## src/rtl/etapa2.sv

```systemverilog
// -----------------------------------------------------------------------------
// etapa2 : second stage of the pipelined signed divider
//          (32-bit dividend / 16-bit divisor -> 16-bit quotient).
//
// Takes the registered operands and sign flags from stage 1. It turns both
// operands into unsigned magnitudes, works out the quotient and remainder
// signs, and flags divide-by-zero and quotient-magnitude overflow. Everything
// is registered for the iterative-subtraction stages that follow.
//
// Ports
//   clk              rising-edge clock
//   reset            asynchronous, active-low reset
//   goIn             stage-1 go; load enable for all data registers
//   divisorIn        two's-complement divisor   (AnchoDv+1 bits)
//   dividendIn       two's-complement dividend  (AnchoDd+1 bits)
//   negDivisorIn     divisor sign from stage 1
//   negDividendIn    dividend sign from stage 1
//   DivisorNoCeroIn  divisor is nonzero
//   goOut            goIn delayed one cycle
//   magDivisorOut    |divisor|
//   magDividendOut   |dividend|
//   negQuotientOut   quotient sign
//   negRemainderOut  remainder sign
//   divByZeroOut     divisor was zero
//   overflowOut      quotient magnitude does not fit AnchoQ+1 bits
//   errorOut         divByZeroOut | overflowOut
// -----------------------------------------------------------------------------
module etapa2 #(
    parameter int unsigned AnchoDv = 15,
    parameter int unsigned AnchoDd = 31,
    parameter int unsigned AnchoQ  = 15,
    parameter int unsigned HiDdMin = 16
) (
    input  logic               clk,
    input  logic               reset,
    input  logic               goIn,
    input  logic [AnchoDv:0]   divisorIn,
    input  logic [AnchoDd:0]   dividendIn,
    input  logic               negDivisorIn,
    input  logic               negDividendIn,
    input  logic               DivisorNoCeroIn,
    output logic               goOut,
    output logic [AnchoDv:0]   magDivisorOut,
    output logic [AnchoDd:0]   magDividendOut,
    output logic               negQuotientOut,
    output logic               negRemainderOut,
    output logic               divByZeroOut,
    output logic               overflowOut,
    output logic               errorOut
);

    localparam logic [AnchoDv:0] ONE_DV = {{AnchoDv{1'b0}}, 1'b1};
    localparam logic [AnchoDd:0] ONE_DD = {{AnchoDd{1'b0}}, 1'b1};

    logic               go_q;
    logic [AnchoDv:0]   magDv_q,  magDv_d;
    logic [AnchoDd:0]   magDd_q,  magDd_d;
    logic               negQ_q,   negQ_d;
    logic               negR_q,   negR_d;
    logic               dbz_q,    dbz_d;
    logic               ovf_q,    ovf_d;
    logic               err_q,    err_d;

    // Sign comes from the stage-1 flags, not the data MSB. Negation is at full
    // width, so the most-negative value maps onto its unsigned weight.
    always_comb begin
        magDv_d = negDivisorIn  ? (~divisorIn  + ONE_DV) : divisorIn;
        magDd_d = negDividendIn ? (~dividendIn + ONE_DD) : dividendIn;
        negQ_d  = negDividendIn ^ negDivisorIn;
        negR_d  = negDividendIn;
        dbz_d   = ~DivisorNoCeroIn;
        // If the dividend's high half is >= the divisor, the quotient cannot
        // fit in AnchoQ+1 bits. A zero divisor is reported only as divide-by-zero.
        ovf_d   = DivisorNoCeroIn && (magDd_d[AnchoDd:HiDdMin] >= magDv_d);
        err_d   = dbz_d | ovf_d;
    end

    always_ff @(posedge clk or negedge reset) begin
        if (!reset) begin
            go_q    <= 1'b0;
            magDv_q <= '0;
            magDd_q <= '0;
            negQ_q  <= 1'b0;
            negR_q  <= 1'b0;
            dbz_q   <= 1'b0;
            ovf_q   <= 1'b0;
            err_q   <= 1'b0;
        end else begin
            go_q <= goIn;
            if (goIn) begin
                magDv_q <= magDv_d;
                magDd_q <= magDd_d;
                negQ_q  <= negQ_d;
                negR_q  <= negR_d;
                dbz_q   <= dbz_d;
                ovf_q   <= ovf_d;
                err_q   <= err_d;
            end
        end
    end

    assign goOut           = go_q;
    assign magDivisorOut   = magDv_q;
    assign magDividendOut  = magDd_q;
    assign negQuotientOut  = negQ_q;
    assign negRemainderOut = negR_q;
    assign divByZeroOut    = dbz_q;
    assign overflowOut     = ovf_q;
    assign errorOut        = err_q;

endmodule

```

## config.mk

```make
export PLATFORM = sky130hd
export DESIGN_NAME = etapa2
export DESIGN_NICKNAME = d
export VERILOG_FILES = /design/src/rtl/etapa2.sv
export SDC_FILE = /design/constraint.sdc
export NUM_CORES = 1
export LEC_CHECK = 0
export ABC_AREA = 1
export CAP_MARGIN = 20
export CORE_UTILIZATION = 50
export CTS_BUF_LIST = sky130_fd_sc_hd__clkbuf_8
export DETAILED_ROUTE_END_ITERATION = 10
export MAX_ROUTING_LAYER = met4
export PLACE_DENSITY_LB_ADDON = 0.12
export SYNTH_ARGS = -nofsm -noshare
export SYNTH_HDL_FRONTEND = slang
export SYNTH_SLANG_ARGS = --single-unit
```

## constraint.sdc

```tcl
create_clock -name clk -period 1.1 [get_ports clk]
set_clock_uncertainty 0.05 [all_clocks]
set_input_delay 0.165 -clock clk [delete_from_list [all_inputs] [get_ports clk]]
set_output_delay 0.165 -clock clk [all_outputs]
set_load 0.1 [all_outputs]
```

==> out/summary.txt, run 1 <==
status - aborted with a tool error
Stop stage - clock tree synthesis (4_1_cts)
Log Error - [ERROR DPL-0038] Utilization greater than 100%, impossible to legalize
H-tree Lvls - 2
post-CTS sizing - 325
mapped cell area - 3830 um2
async set-reset flop share out of synthesis - 100%
Die W - 89.5 um
post-CTS setup buffers - 36
Synth area leaders - dfrtp_1 (35%), nand2_1 (19%), ha_1 (5.9%), inv_1 (5.4%), nor2_1 (5.1%)
Clock Tree Root - clkbuf_8
placed insts - 854
cts hold-fix bufs - 1
cells after synthesis - 554
IO Port Bufs - 107
sequential element share of the synthesized area - 35.3%
Synth cell types - 37
Max Buffers Root-to-Sink - 2
mean post-synth cell area - 6.92 um2
Post-synth top flop - dfrtp_1
Top Ports - 108
site row count - 31
Initial Util - 52.3%
FF+latch count, synth - 54
syn nets - 626
CTS Buf Count - 5
most frequent cells after synthesis - nand2_1 (198), inv_1 (55), dfrtp_1 (54)
Die Y-Extent - 89.5 um
# clock sinks - 54
EDFF count, synth - 0
RD Place Congestion - 0.994
top-count cell post-synth - nand2_1
Post-DP HPWL - 11400 um
Synth top area share - 35.3%
Synth Warn # - 0
Synth area leader - dfrtp_1
[metrics by stage]
stage / area (um2) / worst slack, ps / util, % / hold slack (ps)
3_3_place_gp: 6550 / -1560 / 89.3 / 131
3_5_place_dp: 6550 / -1740 / 89.3 / 134
2_1_floorplan: 4000 / -820 / - / -181
[cell families after synthesis]
kind of cell    share of synthesized area (%)
compound gates                           7.84
fa+ha+maj                                5.88
flops                                    35.3
simple gates                             36.8
buf+inv                                  7.64
xor+xnor                                 6.56
==> run 2, diff against run 1 <==
==> config.mk (replaced) <==
export PLATFORM = sky130hd
export DESIGN_NAME = etapa2
export DESIGN_NICKNAME = d
export VERILOG_FILES = /design/src/rtl/etapa2.sv
export SDC_FILE = /design/constraint.sdc
export NUM_CORES = 1
export LEC_CHECK = 0
export ABC_AREA = 1
export CAP_MARGIN = 20
export CORE_UTILIZATION = 40
export DETAILED_ROUTE_END_ITERATION = 10
export PLACE_DENSITY_LB_ADDON = 0.15
export SYNTH_ARGS = -nofsm -noshare
export SYNTH_HDL_FRONTEND = slang
export SYNTH_SLANG_ARGS = --single-unit
==> run 2 against run 1 <==
Area after synthesis stayed put. Synthesized cell count stayed put. The flow now finishes, with violations (negative setup slack).
==> out/summary.txt, run 2 <==
commonest cells after routing, fill and taps aside - buf_4 (137), nand2_1 (131), nand2_2 (60), buf_12 (60), dfrtp_2 (53)
crit-path max FO - 7
Synth top area share - 35.3%
CP required - 1270 ps
critical-path cell list - buf_4 > nor2_4 > nand2_2 > nor2_4 > nand2_2 > nand2_4 > nand3_2 > and2_4 > ha_4 > nand2_1 > inv_1 > nor2_1 > o21a_1 > nand2_1 > nand2_2 > nand4_1 > nand2_1 > inv_1
GR Util met2 - 57.2%
final setup violating endpoints - 91
number of global-route vias before repair - 5029
Top Ports - 108
largest family of logic cells by synthesized area - simple AND/OR/NAND/NOR gates
Max Cap Viol - 0
site row count - 35
CTS Buf Count - 5
slew margin rel. - 77.3%
mapped cell area - 3830 um2
number of flip-flops in the largest register - 32
Fillers - 459
Arrival @ worst endpoint - 2290 ps
final hold violations - 0
adder-cell share of the synthesized area - 5.88%
Die Y-Extent - 99.9 um
xor and xnor area share after synthesis - 6.56%
drt pass-1 iters - 7
Synth area leader - dfrtp_1
P_leak - 0.00385 uW
pin count of the biggest net entering global routing - 55
EDFF count, synth - 0
critical path's slowest cell - ha_4
async set-reset flop share out of synthesis - 100%
fin crit share - 192%
most used routing layer - met2
Final Worst Setup Slack - -1020 ps
min-delay worst type - input pin to flop
Setup CP Type - input pin to flop
Setup crit start kind - input pin
initial antenna violation count - 0
multiplexer area fraction after synthesis - 0%
Post-synth top flop - dfrtp_1
RD Place Congestion - 0.909
mean post-synth cell area - 6.92 um2
H-tree Lvls - 2
RSZ-0062 raised after global routing - yes
CTS tree - yes
Routed WL - 18400 um
DR vias - 5128
Worst path max stage delay - 250 ps
commonest non-fill, non-tap cell in the layout - buf_4
setup TNS - -9280 ps
antenna-violating nets left - 0
PwrDens - 1110 nW/um2
CP Capture Type - flop
top-count cell post-synth - nand2_1
complex-gate fraction of the synthesized area - 7.84%
wire length per cell - 19.1 um
diode count - 0
Iter 0 DRT Violations - 321
Peak Freq - 473 MHz
layout cells sized above 1 - 64.5%
Initial Util - 41.5%
number of remaining DRC errors - 0
clk_lat worst skew - 310 ps
Clock Tree Root - clkbuf_8
Via density - 5.34
cell family with most CP delay - simple AND/OR/NAND/NOR gates
global-route wire length before repair - 24700 um
syn nets - 626
sequential element share of the synthesized area - 35.3%
post-route cell area - 8100 um2
Die W - 99.9 um
# clock sinks - 54
Final min period - 2120 ps
IO Port Bufs - 107
failing checks - negative setup slack
final core occ - 87.6%
total grt overflow - 0
Placed Instance Area - 6640 um2
Max VDD drop - 0.672 mV
status - finished with violations
Synth Area in Simple Gates - 36.8%
GRT met3 Usage - 3.41%
All-Layer GR Usage - 31.9%
Slew Limit Fails - 0
Synth area leaders - dfrtp_1 (35%), nand2_1 (19%), ha_1 (5.9%), inv_1 (5.4%), nor2_1 (5.1%)
core area - 9240 um2
Synth Warn # - 0
cells after synthesis - 554
Reg clk slew, reported paths - 110 ps
Synth cell types - 37
met1 usage - 39.3%
Max Buffers Root-to-Sink - 2
Total Power - 9010 uW
worst-margin pin slew - 337 ps
most frequent cells after synthesis - nand2_1 (198), inv_1 (55), dfrtp_1 (54)
area grow syn2layout - 111%
die area - 9970 um2
Post-DP HPWL - 10400 um
FF+latch count, synth - 54
number of nets in the layout - 903
crit path buf inv count - 3
run 2: cells by family after synthesis:
family	count (synthesis)
compound gates	56
buf+inv	73
flops	54
fa+ha+maj	18
simple gates	326
xor+xnor	27
run 2: routing by layer:
metal | routed length [um] | up-vias | part of all wire, %
li1 | - | 2298 | -
met1 | 7160 | 2460 | 39
met2 | 9320 | 278 | 51
met3 | 1020 | 92 | 5.5
met4 | 894 | 0 | 4.9
met5 | 0 | - | 0
run 2: power breakdown:
part           switching [uW]  internal, uW
clock                     728           510
combinational            3160          2070
sequential                283          2260
run 2: through the flow:
stage               worst slack [ps]  instances  hold WS [ps]
finish                         -1020        961          95.7
CTS                             -920        942          77.5
global placement               -1630        894           128
detailed placement             -1670        894           139
floorplan                       -820        554          -181
global route                   -1150        961          94.3
run 2: final timing paths:
kind,start,to,slack (ps),cells after the start
max,dividendIn[4],errorOut,-1020,18
min,divisorIn[0],magDivisorOut[0],100,3
max reg2reg,magDividendOut[5],magDividendOut[5],100,4
min reg2reg,magDividendOut[28],magDividendOut[28],480,2
max in group asynchronous,reset,magDividendOut[14],380,3
min in group asynchronous,reset,magDivisorOut[7],330,3
run 2: repair_timing:
action,4_1_cts,5_1_grt
resized for setup,294,163
cloned,1,0
pin swaps,104,116
setup buffers,41,32
endpoints found under the hold margin,54,0
setup endpoints to repair,103,93
hold buffers,1,0
run 2: worst min-delay path: stages:
cell     delay (ps)
buf_8           110
inv_8            60
o21ai_0          90
run 2: cell type report:
class                   count  area, um2  area share [%]
multi-input cells         427       3110            38.4
repair buffers            286       3060            37.8
flip-flops and latches     54       1420            17.5
inverters                  57        254            3.14
well taps                 129        161            1.99
clock buffers               6       82.6            1.02
clock inverters             2       12.5           0.155
(Power assumes the default switching activity.)
==> run 3, diff against run 2 <==
==> constraint.sdc (replaced) <==
create_clock -name clk -period 1.7 [get_ports clk]
set_clock_uncertainty 0.05 [all_clocks]
set_input_delay 0.255 -clock clk [delete_from_list [all_inputs] [get_ports clk]]
set_output_delay 0.255 -clock clk [all_outputs]
set_load 0.1 [all_outputs]
==> run 3 against run 2 <==
The run still ends with negative setup slack left. Combinational power down 41%. Critical path type unchanged. Highest routed layer unchanged. Clock power down 38%. Largest cell class unchanged. Largest power group unchanged. First-iteration DRC count down 38%.
==> out/summary.txt, run 3 (synthesis gave the netlist of run 2 again) <==
worst-margin pin slew - 602 ps
initial antenna violation count - 0
final setup violating endpoints - 2
Top Ports - 108
Final Worst Setup Slack - -446 ps
DR vias - 4643
number of nets in the layout - 877
Peak Freq - 466 MHz
setup TNS - -881 ps
min-delay worst type - input pin to flop
Arrival @ worst endpoint - 2300 ps
area grow syn2layout - 92.5%
number of flip-flops in the largest register - 32
Setup CP Type - input pin to flop
Max Cap Viol - 0
Routed WL - 13900 um
Slew Limit Fails - 0
CP Capture Type - flop
PwrDens - 741 nW/um2
Reg-to-Reg Start - errorOut
H-tree Lvls - 2
site row count - 35
RD Place Congestion - 0.909
Reg clk slew, reported paths - 100 ps
CTS tree - yes
diode count - 0
wire length per cell - 14.8 um
FF+latch area - 1350 um2
Final min period - 2150 ps
Setup crit start kind - input pin
P_leak - 0.00364 uW
slew margin rel. - 59.9%
RSZ-0062 raised after global routing - yes
pin count of the biggest net entering global routing - 55
Clock Tree Root - clkbuf_8
path depth of the worst reg2reg path - 3
Die W - 99.9 um
Iter 0 DRT Violations - 198
crit-path max FO - 3
Post-DP HPWL - 9730 um
global-route wire length before repair - 21300 um
Place WS - -1160 ps
CP required - 1850 ps
antenna-violating nets left - 0
Total Power - 5460 uW
Worst Hold End - magDividendOut[0]
commonest non-fill, non-tap cell in the layout - nand2_1
Placed Instance Area - 6430 um2
Initial Util - 41.5%
number of remaining DRC errors - 0
die area - 9970 um2
final hold violations - 0
IO Port Bufs - 107
R2R setup slack - 730 ps
Fillers - 602
Die Y-Extent - 99.9 um
hold path startpoint - dividendIn[0]
post-route cell area - 7380 um2
status - finished with violations
# clock sinks - 54
core area - 9240 um2
area occupied by multi-input gates - 2800 um2
final hold slack - 199 ps
clk_lat worst skew - 300 ps
commonest cells after routing, fill and taps aside - nand2_1 (174), buf_4 (143), buf_12 (58), dfrtp_1 (54), inv_1 (38)
All-Layer GR Usage - 26.9%
hold depth - 3
layout cells sized above 1 - 46.8%
CTS Buf Count - 5
Via density - 4.97
fin crit share - 126%
drt pass-1 iters - 4
number of global-route vias before repair - 4554
failing checks - negative setup slack
Max VDD drop - 0.477 mV
reg-to-reg endpoint - errorOut
total grt overflow - 0
Max Buffers Root-to-Sink - 2
[run 3: changes by cell type in the layout (fill, tap and decap cells not counted), sizes merged]
cell and change:
clkbuf -3, bufbuf -1, dlymetal6s2s +3, clkdlybuf4s15 +1, dlygate4sd2 +9, buf -39, clkdlybuf4s50 +4
[run 3: power breakdown]
group          switching (uW)  internal, uW
registers                 169          1430
logic                    1870          1220
clock network             445           329
[run 3: layout make-up]
| class | count | share of cell area [%] |
|---|---|---|
| Tap cell | 129 | 2.19 |
| Sequential cell | 54 | 18.3 |
| Multi-Input combinational cell | 427 | 37.9 |
| Inverter | 57 | 3.21 |
| Clock inverter | 2 | 0.170 |
| Clock buffer | 6 | 1.12 |
| Timing Repair Buffer | 260 | 37.1 |
[run 3: worst max-delay path by stage]
stage	start	slack (ps)	endpoint	depth (start not counted)
floorplan	dividendIn[1]	-310	overflowOut	15
global placement	dividendIn[16]	-1100	overflowOut	13
detailed placement	divisorIn[0]	-1160	overflowOut	16
CTS	dividendIn[1]	-350	overflowOut	17
global route	negDivisorIn	-570	errorOut	16
finish	divisorIn[6]	-450	overflowOut	14
[run 3: worst max-delay path: stages]
cell and delay, ps:
dlygate4sd2_1 270, nor2_2 170, nand2_2 120, o21ai_2 180, buf_4 130, nand2_1 70
xor2_2 240, ha_4 250, a21oi_1 120, o21ai_1 90, a21oi_2 170, nand3_1 100
nand2_1 70, nand2_1 50
[run 3: repair_timing]
action / CTS / global route
buffers inserted: 44 / 9
pin swaps: 79 / 46
hold endpoints to repair: 23 / 0
hold buffers: 1 / 0
endpoints found under the setup margin: 16 / 5
resized for setup: 178 / 76
[run 3: stage by stage]
step	std cells	util [%]
finish	935	79.8
global route	935	79.8
CTS	929	77.0
detailed placement	882	69.6
global placement	882	69.6
floorplan	554	-
[run 3: layer usage]
layer	routed length [um]	vias to the layer above	track usage, %	share of wire [%]
li1	-	2245	-	-
met1	6000	2203	35.2	43
met2	6970	165	46.8	50
met3	603	30	3.13	4.4
met4	286	0	7.69	2.1
met5	0	-	0	0
==> run 4, diff against run 3 <==
--- a/config.mk
+++ b/config.mk
@@ -9,7 +9,7 @@
 export CAP_MARGIN = 20
 export CORE_UTILIZATION = 40
 export DETAILED_ROUTE_END_ITERATION = 10
-export PLACE_DENSITY_LB_ADDON = 0.15
+export PLACE_DENSITY = 0.71
 export SYNTH_ARGS = -nofsm -noshare
 export SYNTH_HDL_FRONTEND = slang
 export SYNTH_SLANG_ARGS = --single-unit
==> run 4 against run 3 <==
Highest routed layer unchanged. Combinational power about the same. Sequential share of layout area up 0.19 points. Via count is 2.1% higher. Worst hold slack got worse by 5.5 ps. Global-route usage rose by 1.6 points. Sequential cell count stayed put. The run still ends with negative setup slack left. Clock power fell by 2%. Cell count is 1.9% lower. Critical path depth increased by 1.
==> out/summary.txt, run 4 (synthesis gave the netlist of run 2 again) <==
failing checks - negative setup slack
Reg clk slew, reported paths - 110 ps
commonest cells after routing, fill and taps aside - nand2_1 (165), buf_4 (119), buf_12 (58), dfrtp_1 (54), inv_1 (39)
status - finished with violations
Worst path max stage delay - 470 ps
Placed Instance Area - 6300 um2
layout cells sized above 1 - 47.1%
wire length per cell - 16.4 um
Final min period - 2250 ps
final hold violations - 0
number of nets in the layout - 858
Final Worst Setup Slack - -545 ps
Top Ports - 108
number of remaining DRC errors - 0
CTS Buf Count - 5
commonest non-fill, non-tap cell in the layout - nand2_1
P_leak - 0.00361 uW
Setup crit start kind - input pin
Arrival @ worst endpoint - 2420 ps
core area - 9240 um2
Cell Count, Final, Fillers Out - 917
clk_lat worst skew - 320 ps
antenna-violating nets left - 0
slew margin rel. - 71.1%
Fillers - 612
cell family with most CP delay - simple AND/OR/NAND/NOR gates
placed insts - 865
Via density - 5.17
CP Capture Type - flop
site row count - 35
drt pass-1 iters - 5
global-route wire length before repair - 22300 um
critical-path cell list - clkdlybuf4s50_1 > inv_2 > nand3_2 > nor2_4 > nand2_2 > xor2_2 > nand2_2 > nand2_2 > ha_4 > a21oi_2 > o21ai_2 > a21oi_2 > nand4_1 > nand2_1 > inv_1
Peak Freq - 445 MHz
post-route cell area - 7300 um2
Routed WL - 15100 um
Initial Util - 41.5%
min-delay worst type - input pin to flop
PwrDens - 745 nW/um2
CP required - 1880 ps
crit-path max FO - 2
Post-DP HPWL - 9600 um
total grt overflow - 0
die area - 9970 um2
worst-margin pin slew - 429 ps
Max Buffers Root-to-Sink - 2
Max Cap Viol - 0
IO Port Bufs - 107
Iter 0 DRT Violations - 321
RSZ-0062 raised after global routing - yes
most used cell, CP - nand2_2
final setup violating endpoints - 2
CTS tree - yes
crit path buf inv count - 3
setup TNS - -1060 ps
initial antenna violation count - 1
Max VDD drop - 0.580 mV
Die W - 99.9 um
fin crit share - 132%
number of global-route vias before repair - 4685
All-Layer GR Usage - 28.5%
# clock sinks - 54
critical path's slowest cell - clkdlybuf4s50_1
pin count of the biggest net entering global routing - 78
Place WS - -1120 ps
DR vias - 4740
Clock Tree Root - clkbuf_8
area grow syn2layout - 90.6%
Die Y-Extent - 99.9 um
Slew Limit Fails - 0
H-tree Lvls - 2
Setup CP Type - input pin to flop
RD Place Congestion - 0.977
number of flip-flops in the largest register - 32
## run 4: cell count changes in the layout (fill, tap and decap cells not counted), sizes merged, moves of 2 or more
cell / before / now
buf: 221 / 197
clkbuf: 11 / 16
dlygate4sd2: 14 / 11
dlymetal6s2s: 4 / 6
## run 4: stage by stage
step / power, uW / hold slack, ps / utilization [%]
2_1_floorplan: 3140 / -90.6 / -
3_3_place_gp: 4350 / 222 / 68.2
3_5_place_dp: 4390 / 228 / 68.2
4_1_cts: 5270 / 200 / 75.5
5_1_grt: 5640 / 210 / 79.0
6_report: 5440 / 193 / 79.0
## run 4: per-layer routing
layer	vias up	track usage (%)	share of wire [%]	wire, um
li1	2210	-	-	-
met1	2314	35.6	41	6130
met2	173	49.8	52	7850
met3	43	4.39	4.1	616
met4	0	10.7	3.0	447
met5	-	0	0	0
## run 4: timing repair
action                                 in CTS  in global routing
pin swaps                                  67                 63
resized for setup                         166                106
gates cloned                                1                  0
setup buffers                              30                 15
endpoints found under the hold margin      54                  0
hold buffers                                1                  0
setup endpoints to repair                  13                  4
## run 4: layout make-up
cell class / count / area (um2) / area share [%]
sequential: 54 / 1350 / 18.5
timing repair buffer: 241 / 2640 / 36.1
inverter: 57 / 236 / 3.24
clock inverter: 2 / 13.8 / 0.188
tap: 129 / 161 / 2.21
clock buffer: 6 / 72.6 / 0.994
antenna: 1 / 2.50 / 0.0343
multi-input combinational: 427 / 2830 / 38.7
## run 4: worst register-to-register path, cell delays in order, from the launching register on
cell     delay, ps
dfrtp_1        440
or2_2          310
nand2_1         80
inv_1           40
## run 4: path summary, 6_finish.rpt
kind / cells past startpoint / slack, ps / startpoint / end
min: 3 / 190 / divisorIn[0] / magDivisorOut[0]
max in group asynchronous: 3 / 940 / reset / magDividendOut[24]
max: 15 / -550 / divisorIn[14] / errorOut
min in group asynchronous: 3 / 410 / reset / goOut
max reg2reg: 3 / 690 / errorOut / errorOut
min reg2reg: 2 / 500 / magDividendOut[2] / magDividendOut[2]
## run 4: power breakdown
part	total, uW	switching (uW)	internal (uW)
Clock	761	468	293
Combinational	3070	1890	1180
Sequential	1600	172	1430
